## src/rtl/arb_pkg.sv

```systemverilog
// Shared types and constants for the four-way round-robin port arbiter.
// Requester ordering matches the mux input ordering of the port datapath.
package arb_pkg;

   typedef enum logic [1:0] {
      IDLE = 2'd0,
      BUSY = 2'd1,
      TURN = 2'd2
   } state_t;

   localparam logic [1:0] REQ_IF  = 2'd0;
   localparam logic [1:0] REQ_MEM = 2'd1;
   localparam logic [1:0] REQ_DBG = 2'd2;
   localparam logic [1:0] REQ_DMA = 2'd3;

   // Longest run of back-to-back locked transactions before a forced turnaround.
   localparam int LOCK_MAX = 8;

   // One-hot grant vector for a requester index.
   function automatic logic [3:0] onehot4(input logic [1:0] idx);
      case (idx)
         REQ_IF:  return 4'b0001;
         REQ_MEM: return 4'b0010;
         REQ_DBG: return 4'b0100;
         REQ_DMA: return 4'b1000;
         default: return 4'b0000;
      endcase
   endfunction

   // True while another locked transaction may follow the current one.
   function automatic logic lock_room(input logic [3:0] run);
      return run < 4'(LOCK_MAX - 1);
   endfunction

endpackage

```

## src/rtl/rr_pick4.sv

```systemverilog
// Rotating priority encoder: searches req upward from (last+1) mod 4 with wrap
// and returns the first set position.
module rr_pick4
   import arb_pkg::*;
(
   input  logic [3:0] req,
   input  logic [1:0] last,
   output logic       any,
   output logic [1:0] idx
);

   logic [1:0] cand;

   // Scan from the farthest candidate back to the nearest so the nearest set bit wins.
   always_comb begin
      any  = |req;
      idx  = last;
      cand = last;
      for (int i = 4; i >= 1; i--) begin
         cand = last + 2'(i);
         if (req[cand]) idx = cand;
      end
   end

endmodule

```

## src/rtl/rr_port_arbiter.sv

```systemverilog
// Round-robin arbiter sharing one memory/bus port between IF, MEM, debug and DMA.
// Each transaction runs IDLE -> BUSY -> TURN; sel only moves on a grant edge so the
// 4:1 address/data mux is stable for the whole transaction.
// Optional feature: define ARB_LOCK_EN to add the lock input, which lets the
// winning requester chain up to LOCK_MAX transactions without a turnaround.
module rr_port_arbiter
   import arb_pkg::*;
#(
   parameter int TIMEOUT = 16,
   parameter int TW      = 8
) (
   input  logic       clk,
   input  logic       rst,
   input  logic [3:0] req,
`ifdef ARB_LOCK_EN
   input  logic [3:0] lock,
`endif
   output logic [3:0] grant,
   output logic [1:0] sel,
   output logic       bus_valid,
   input  logic       bus_ack,
   output logic [3:0] req_ack,
   output logic [3:0] req_err,
   output logic       busy
);

   localparam logic [TW-1:0] TO_LAST = TW'(TIMEOUT - 1);

   state_t        state_q, state_d;
   logic [1:0]    last_q, last_d;
   logic [1:0]    sel_q, sel_d;
   logic [3:0]    grant_q, grant_d;
   logic [3:0]    err_q, err_d;
   logic [TW-1:0] cnt_q, cnt_d;
`ifdef ARB_LOCK_EN
   logic [3:0]    run_q, run_d;
`endif

   logic          pick_any;
   logic [1:0]    pick_idx;

   rr_pick4 u_pick (
      .req  (req),
      .last (last_q),
      .any  (pick_any),
      .idx  (pick_idx)
   );

   // Next-state, grant, timeout and error decisions for the transaction FSM.
   always_comb begin
      state_d = state_q;
      last_d  = last_q;
      sel_d   = sel_q;
      grant_d = grant_q;
      cnt_d   = cnt_q;
      err_d   = '0;
`ifdef ARB_LOCK_EN
      run_d   = run_q;
`endif
      case (state_q)
         IDLE: begin
            if (pick_any) begin
               grant_d = onehot4(pick_idx);
               sel_d   = pick_idx;
               last_d  = pick_idx;
               cnt_d   = '0;
               state_d = BUSY;
            end
         end
         BUSY: begin
            cnt_d = cnt_q + 1'b1;
            if (bus_ack) begin
`ifdef ARB_LOCK_EN
               if (lock[sel_q] && lock_room(run_q)) begin
                  cnt_d = '0;
                  run_d = run_q + 1'b1;
               end else begin
                  grant_d = '0;
                  run_d   = '0;
                  state_d = TURN;
               end
`else
               grant_d = '0;
               state_d = TURN;
`endif
            end else if (!req[sel_q]) begin
               // Requester gave up; drop the transaction without ack or error.
               grant_d = '0;
               state_d = TURN;
`ifdef ARB_LOCK_EN
               run_d   = '0;
`endif
            end else if (cnt_q == TO_LAST) begin
               err_d   = grant_q;
               grant_d = '0;
               state_d = TURN;
`ifdef ARB_LOCK_EN
               run_d   = '0;
`endif
            end
         end
         TURN: begin
            state_d = IDLE;
         end
         default: begin
            grant_d = '0;
            state_d = IDLE;
         end
      endcase
   end

   // State and datapath-select registers; last winner resets to DMA so IF wins first.
   always_ff @(posedge clk or posedge rst) begin
      if (rst) begin
         state_q <= IDLE;
         last_q  <= REQ_DMA;
         sel_q   <= REQ_IF;
         grant_q <= '0;
         err_q   <= '0;
         cnt_q   <= '0;
`ifdef ARB_LOCK_EN
         run_q   <= '0;
`endif
      end else begin
         state_q <= state_d;
         last_q  <= last_d;
         sel_q   <= sel_d;
         grant_q <= grant_d;
         err_q   <= err_d;
         cnt_q   <= cnt_d;
`ifdef ARB_LOCK_EN
         run_q   <= run_d;
`endif
      end
   end

   assign grant     = grant_q;
   assign sel       = sel_q;
   assign bus_valid = (state_q == BUSY);
   assign busy      = (state_q != IDLE);
   assign req_err   = err_q;
   assign req_ack   = grant_q & {4{bus_ack & bus_valid}};

endmodule

```

## config.mk

```make
export PLATFORM = sky130hd
export DESIGN_NAME = rr_port_arbiter
export DESIGN_NICKNAME = d
export VERILOG_FILES = /design/src/rtl/arb_pkg.sv /design/src/rtl/rr_pick4.sv /design/src/rtl/rr_port_arbiter.sv
export SDC_FILE = /design/constraint.sdc
export NUM_CORES = 1
export LEC_CHECK = 0
export CORE_MARGIN = 2
export CORE_UTILIZATION = 50
export CTS_BUF_LIST = sky130_fd_sc_hd__clkbuf_8 sky130_fd_sc_hd__clkbuf_16
export DETAILED_ROUTE_END_ITERATION = 10
export PLACE_DENSITY_LB_ADDON = 0.05
export SLEW_MARGIN = 25
export SYNTH_ARGS = -nofsm -noshare
export SYNTH_HDL_FRONTEND = slang
export SYNTH_SLANG_ARGS = --single-unit
```

## constraint.sdc

```tcl
create_clock -name clk -period 1.74 [get_ports clk]
set_input_delay 0.348 -clock clk [delete_from_list [all_inputs] [get_ports clk]]
set_output_delay 0.348 -clock clk [all_outputs]
set_load 0.005 [all_outputs]
```

==> results of run 1 <==
[logic make-up (layout without fill, tap and decap cells)]
group | Yosys count | in the layout | synth area share, %
XOR/XNOR | 1 | 1 | 0.775
multiplexers | 3 | 3 | 2.88
flip-flops | 22 | 22 | 48.9
buffers and inverters | 8 | 44 | 3.65
AO/OA/AOI/OAI | 28 | 28 | 17.8
adder cells (fa/ha/maj) | 1 | 1 | 1.11
AND/OR/NAND/NOR | 49 | 49 | 24.8
[power by group]
group	switching, mW	leakage, nW	internal [mW]
Combinational	0.457	0.405	0.551
Clock	0.160	0.0357	0.307
Sequential	0.148	0.289	0.664
Total	0.765	0.729	1.52
[repair_timing]
item | 4_1_cts | 5_1_grt
endpoints found under the setup margin | 6 | 0
resized for setup | 11 | 0
buffers inserted | 1 | 0
hold endpoints to repair | 0 | 0
[flip-flops by register name, summed over array words and instances, names as in the netlist]
signal / count
state_q: 2
last_q: 2
grant: 4
cnt_q: 8
sel: 2
req_err: 4
[area by class of cell]
| type | instances | area [sq um] |
|---|---|---|
| clock buffers | 3 | 41.3 |
| clock inverters | 1 | 30.0 |
| fillers | 186 | 629 |
| inverters | 4 | 17.5 |
| multi-input cells | 82 | 543 |
| flip-flops and latches | 22 | 553 |
| well taps | 28 | 35.0 |
| repair buffers | 36 | 320 |
[synthesized netlist by cell type]
library cell  number
dfrtp_1           20
nand2_1           11
o21ai_0           10
nor2_1             8
and3_1             5
nand3_1            5
a21oi_1            4
and2_2             4
inv_1              4
buf_2              3
nand2b_1           3
a22o_1             2
dfstp_2            2
mux2_2             2
o21a_1             2
o2bb2ai_1          2
o31ai_1            2
or2_1              2
a21o_1             1
a22oi_2            1
a311oi_2           1
a32o_1             1
and2b_1            1
and3b_1            1
buf_6              1
ha_1               1
mux2i_1            1
nand4_1            1
nor2_4             1
nor2b_1            1
nor3_1             1
nor4_2             1
o31ai_2            1
o41ai_1            1
or2_4              1
or3_1              1
or4_1              1
or4_4              1
xor2_1             1
[placed cells by master (no fill, tap or decap), drive strengths merged, types with 2 or more instances in the layout]
cell type and instances:
o21a 2, inv 4, clkdlybuf4s50 15, o31ai 3, clkbuf 3, and3 5
o21ai 10, dlygate4sd2 7, and2 4, o2bb2ai 2, dfstp 2, nand3 5
nand2b 3, or4 2, a21oi 4, mux2 2, nor2 9, or2 3
nand2 11, dfrtp 20, buf 14, a22o 2
[metal layers]
layer | vias to the layer above | track usage (%) | part of all wire (%)
li1 | 471 | - | -
met1 | 466 | 23.3 | 43
met2 | 23 | 37.2 | 53
met3 | 8 | 0.862 | 2.9
met4 | 0 | 5.26 | 1.5
met5 | - | 0 | 0
[final timing paths]
| kind | endpoint | slack, ns |
|---|---|---|
| min | req_err[2] | 0.42 |
| max in group asynchronous | last_q[0] | 1.04 |
| min reg2reg | cnt_q[7] | 0.52 |
| max reg2reg | req_err[1] | 0.11 |
| max | busy | 0.10 |
| min in group clk | cnt_q[7] | 0.52 |
[critical path: stages (launching register included)]
cell,delay [ns]
dfrtp_1,0.39
buf_4,0.14
or2_4,0.25
dlygate4sd2_1,0.26
[through the flow]
| step | cell area, sq um | setup TNS (ns) | setup slack (ns) | instances | hold WS (ns) |
|---|---|---|---|---|---|
| 6_report | 1540 | 0 | 0.102 | 176 | 0.424 |
| 4_1_cts | 1540 | 0 | 0.0924 | 176 | 0.440 |
| 2_1_floorplan | 1130 | 0 | 0.218 | 112 | 0.336 |
| 5_1_grt | 1540 | 0 | 0.0214 | 176 | 0.459 |
| 3_5_place_dp | 1460 | -2.63 | -0.268 | 171 | 0.508 |
| 3_3_place_gp | 1460 | -2.15 | -0.203 | 171 | 0.485 |
==> results.py, run 1 <==
metrics = {
    "floorplan": {
        "start_util_pct": 52.1,
        "fp.dieW_um": 51.5,
        "die_area_sq_um": 2660,
        "core.rowCount": 17,
        "die_y_um": 51.5,
        "io_pins": 23,
        "core_sq_um": 2170,
    },
    "clock_network": {
        "cts_num_sinks": 22,
        "cts-root-buf": "clkbuf_8",
        "insertion_delay_ns": 0.26,
        "cts.clk_slew.worst_paths_ns": 0.08,
        "tritoncts.num_buffers": 3,
        "htreeDepth": 1,
        "holdBufCountCts": 0,
        "tritoncts": "done",
        "cts.path.max_buffers": 2,
    },
    "sta": {
        "worst_pin_slew_ns": 0.374,
        "skew_ns": 0.00464,
        "grt_setup_unrepaired": "no",
        "timing.final.crit_share_pct": 94.2,
        "hold_violations": 0,
        "fmax_ghz": 0.610,
        "period_needed_ns": 1.64,
        "slew_headroom_pct": 74.9,
        "setup-violations-final": 0,
        "slew_violations": 0,
    },
    "synth": {
        "avgSynthCellArea_sq_um": 10.1,
        "yosys-top-cells-area": "dfrtp_1, dfstp_2, o21ai_0",
        "ys_ff_latch": 22,
        "synth_nets": 120,
        "yosysSeqAreaShare_pct": 48.9,
        "synth_warnings": 0,
        "yosysTopAreaCell": "dfrtp_1",
        "synth.cell_area_sq_um": 1130,
        "synth_top_area_share_pct": 44.3,
        "syn_inst": 112,
        "synth.distinct_cells": 39,
    },
    "setup_path": {
        "rr_startpoint": "cnt_q[4]",
        "crit_path_end_kind": "primary output",
        "worstPathRequired_ns": 1.39,
        "r2r_cells": 3,
        "cp.arrival_ns": 1.29,
        "critPathMaxFanout": 3,
        "startpoint_type": "register",
        "startpoint": "state_q[1]",
        "critical_path_class": "reg -> out",
    },
    "drt": {
        "routedWlPerCell_um": 13.7,
        "drc_errors": 0,
        "drt_wl_total_mm": 2.41,
        "first_pass_iters": 4,
        "ant_nets": 0,
        "viasPerCell": 5.50,
        "num_vias": 968,
        "drtIter0Drc": 15,
    },
    "global_routing": {
        "grt_pass1_wl_mm": 3.87,
        "grt_pass1_vias": 913,
        "grt_usage_pct": 19.3,
        "grt_max_degree": 23,
        "grt-ovfl-total": 0,
        "antenna_found_initial": 0,
    },
    "power_and_ir_drop": {
        "powerDensity_nw_per_um2": 1480,
        "power_leakage_nw": 0.729,
        "power.total_mw": 2.29,
        "vdd_ir_drop_max_uv": 908,
    },
    "run_status": {
        "outcome": "complete, no violations",
    },
    "finish": {
        "nNetsFinal": 157,
        "area_growth_pct": 36.3,
        "utilization_pct": 71.0,
        "diodes": 0,
        "drive_gt1_share_pct": 23.6,
    },
    "placement": {
        "port_buffers": 22,
        "dpl.hpwl_mm": 1.81,
        "gp_congestion": 0.769,
    },
    "job": {
        "cap_violations": 0,
    },
    "min_path": {
        "hold_path_class": "in -> async",
    },
}
(Power assumes the default switching activity.)
==> inputs of run 2 (changes only) <==
ABC_AREA = 1   (was unset)
==> results.py, run 2 <==
metrics = {
    "global_routing": {
        "top_usage_layer": "met2",
        "met1_usage_pct": 28.3,
        "grt_pass1_wl_mm": 4.55,
        "gr-usage-met3_pct": 3.61,
        "grt.met2_usage_pct": 36.6,
        "grt-ovfl-total": 0,
        "antenna_found_initial": 0,
        "grt_max_degree": 23,
        "grt_usage_pct": 21.8,
        "grt_pass1_vias": 1088,
    },
    "sta": {
        "whs_ns": 0.410,
        "period_needed_ns": 1.63,
        "slew_violations": 0,
        "timing.final.crit_share_pct": 93.8,
        "setup-violations-final": 0,
        "hold_violations": 0,
        "skew_ns": 0.00548,
        "slew_headroom_pct": 81.4,
        "fin_ws_ns": 0.109,
        "fmax_ghz": 0.613,
        "worst_pin_slew_ns": 0.278,
    },
    "synth": {
        "synth.distinct_cells": 23,
        "avgSynthCellArea_sq_um": 7.37,
        "synth_warnings": 0,
        "syn_inst": 168,
        "ys_ff_latch": 22,
        "synthArstFlopShare_pct": 100,
        "synth_top_flop_cell": "dfrtp_1",
        "yosysSeqAreaShare_pct": 44.6,
        "yosys-top-cells-area": "dfrtp_1, nand2_1, inv_1",
        "synth_most_common_cell": "nand2_1",
        "yosysTopAreaCell": "dfrtp_1",
        "synthTopCellsByCount": "nand2_1, inv_1, dfrtp_1",
        "synth_nets": 176,
        "synth_edf_count": 0,
        "synth_top_area_share_pct": 40.4,
        "synth.cell_area_sq_um": 1240,
    },
    "floorplan": {
        "io_pins": 23,
        "die_area_sq_um": 2890,
        "fp.dieW_um": 53.8,
        "die_y_um": 53.8,
        "start_util_pct": 51.4,
        "core_sq_um": 2410,
        "core.rowCount": 18,
    },
    "setup_path": {
        "rr_startpoint": "last_q[0]",
        "critPathMaxFanout": 4,
        "crit_path_max_incr_delay_ns": 0.64,
        "worstPathRequired_ns": 1.92,
        "critPathSlowestCell": "dfstp_2",
        "cpMostUsedCell": "nand2_1",
        "reg2reg_setup_slack_ns": 0.11,
        "crit_path_end_kind": "register",
        "cp.arrival_ns": 1.81,
        "path_cells": "clkbuf_2 -> nand2_1 -> nand2_1 -> nand2_1 -> nand3_2 -> nand2_2 -> a21oi_4 -> inv_1 -> o21ai_0",
        "critical_path_class": "reg -> reg",
        "reg2reg_to": "last_q[1]",
        "startpoint": "last_q[0]",
        "r2r_cells": 9,
        "crit_end": "last_q[1]",
        "startpoint_type": "register",
    },
    "finish": {
        "n_fill_cell": 210,
        "nNetsFinal": 216,
        "final_common_cell": "nand2_1",
        "largest_register": "cnt_q",
        "largest_reg_flops": 8,
        "drive_gt1_share_pct": 21.7,
        "layout_common_cells": "nand2_1, inv_1, dfrtp_1, nor2_1, clkdlybuf4s50_1",
        "diodes": 0,
        "area_growth_pct": 36.0,
    },
    "placement": {
        "dp_slack_ns": -0.170,
        "gp_congestion": 0.848,
        "port_buffers": 22,
        "dpl.hpwl_mm": 2.11,
    },
    "clock_network": {
        "htreeDepth": 1,
        "cts.clk_slew.worst_paths_ns": 0.09,
        "tritoncts.num_buffers": 3,
        "cts_num_sinks": 22,
        "cts.path.max_buffers": 2,
        "tritoncts": "done",
        "insertion_delay_ns": 0.26,
        "cts-root-buf": "clkbuf_8",
    },
    "power_and_ir_drop": {
        "powerDensity_nw_per_um2": 1680,
        "power_leakage_nw": 0.882,
        "pwr-share-clk_pct": 16.9,
        "power_switching_mw": 1.22,
        "vdd_ir_drop_max_uv": 1100,
        "switching_share_pct": 42.8,
        "pwr-share-comb_pct": 55.1,
        "power.internal_mw": 1.62,
        "pwr-share-seq_pct": 28.0,
    },
    "drt": {
        "routedWlPerCell_um": 12.7,
        "viasPerCell": 5.12,
        "drt_wl_total_mm": 3.01,
        "drtIter0Drc": 31,
        "drc_errors": 0,
        "num_vias": 1214,
        "ant_nets": 0,
        "first_pass_iters": 4,
    },
    "min_path": {
        "hold_path_class": "in -> async",
    },
    "run_status": {
        "outcome": "complete, no violations",
    },
    "job": {
        "cap_violations": 0,
    },
}
-- run 2: changes by cell type in the layout (fill, tap and decap cells not counted), sizes merged, moves of 4 or more --
cell and change:
and2 -4, and3 -5, inv +19, nand2 +53
nand3 +10, nor2 +10, nor3 +4, o21ai -4
-- run 2: power groups by stage --
stage	clock, mW	combinational, mW	sequential (mW)
after floorplan	0	0.958	0.754
after global placement	0	1.32	0.804
after detailed placement	0	1.37	0.811
after CTS	0.484	1.37	0.803
after global routing	0.500	1.77	0.810
final	0.480	1.56	0.794
-- run 2: worst min path at each step --
| stage | endpoint | slack [ns] | depth (start not counted) |
|---|---|---|---|
| floorplan | cnt_q[0] | 0.34 | 1 |
| global placement | cnt_q[0] | 0.49 | 1 |
| CTS | req_err[3] | 0.42 | 3 |
| finish | req_err[3] | 0.41 | 3 |
| detailed placement | grant[3] | 0.50 | 2 |
| global route | req_err[3] | 0.46 | 3 |
-- run 2: area by class of cell --
cell class / count / area [sq um] / share of cell area [%]
Multi-Input combinational cell: 121 / 593 / 35.2
Sequential cell: 22 / 554 / 32.9
Timing Repair Buffer: 36 / 329 / 19.5
Inverter: 24 / 98.8 / 5.87
Clock buffer: 3 / 41.3 / 2.45
Tap cell: 30 / 37.5 / 2.23
Clock inverter: 1 / 30.0 / 1.78
-- run 2: cell families (layout without fill, tap and decap cells) --
group / count (synthesis) / count (layout) / synth area share, %
buffers and inverters: 25 / 64 / 8.89
adders and majority gates: 1 / 1 / 1.01
DFF: 22 / 22 / 44.6
AOI/OAI and AO/OA: 17 / 17 / 8.59
and+or+nand+nor: 103 / 103 / 36.9
-- run 2: metal layers --
layer / up-vias / routed length, um
met3: 6 / 150
met4: 0 / 50
li1: 606 / -
met1: 556 / 1280
met2: 46 / 1530
met5: - / 0
-- run 2: what timing repair did --
action	in CTS	in global routing
setup buffers	0	7
resized for setup	6	10
hold buffers	0	0
hold endpoints to repair	0	0
setup endpoints to repair	6	9
pin swaps	0	7
-- run 2: stage by stage --
stage | TNS, ns | total power, mW | utilization, % | instances | cell area, sq um
2_1_floorplan | 0 | 1.71 | - | 168 | 1240
5_1_grt | -0.0569 | 3.08 | 69.9 | 237 | 1680
3_3_place_gp | -0.594 | 2.12 | 63.8 | 226 | 1540
6_report | 0 | 2.84 | 69.9 | 237 | 1680
3_5_place_dp | -0.781 | 2.18 | 63.8 | 226 | 1540
4_1_cts | -0.127 | 2.66 | 66.6 | 230 | 1610
-- run 2: critical path, delay by kind of cell, from the launching register on --
kind | cells | cell delay [ns]
flip-flops | 1 | 0.64
AND/OR/NAND/NOR | 5 | 0.42
buffers and inverters | 2 | 0.26
AO/OA/AOI/OAI | 2 | 0.22
==> inputs of run 3 (changes only) <==
ABC_AREA = unset   (was 1)
==> results of run 3 <==
No change in the layout: final DEF, timing and power equal those of run 1.
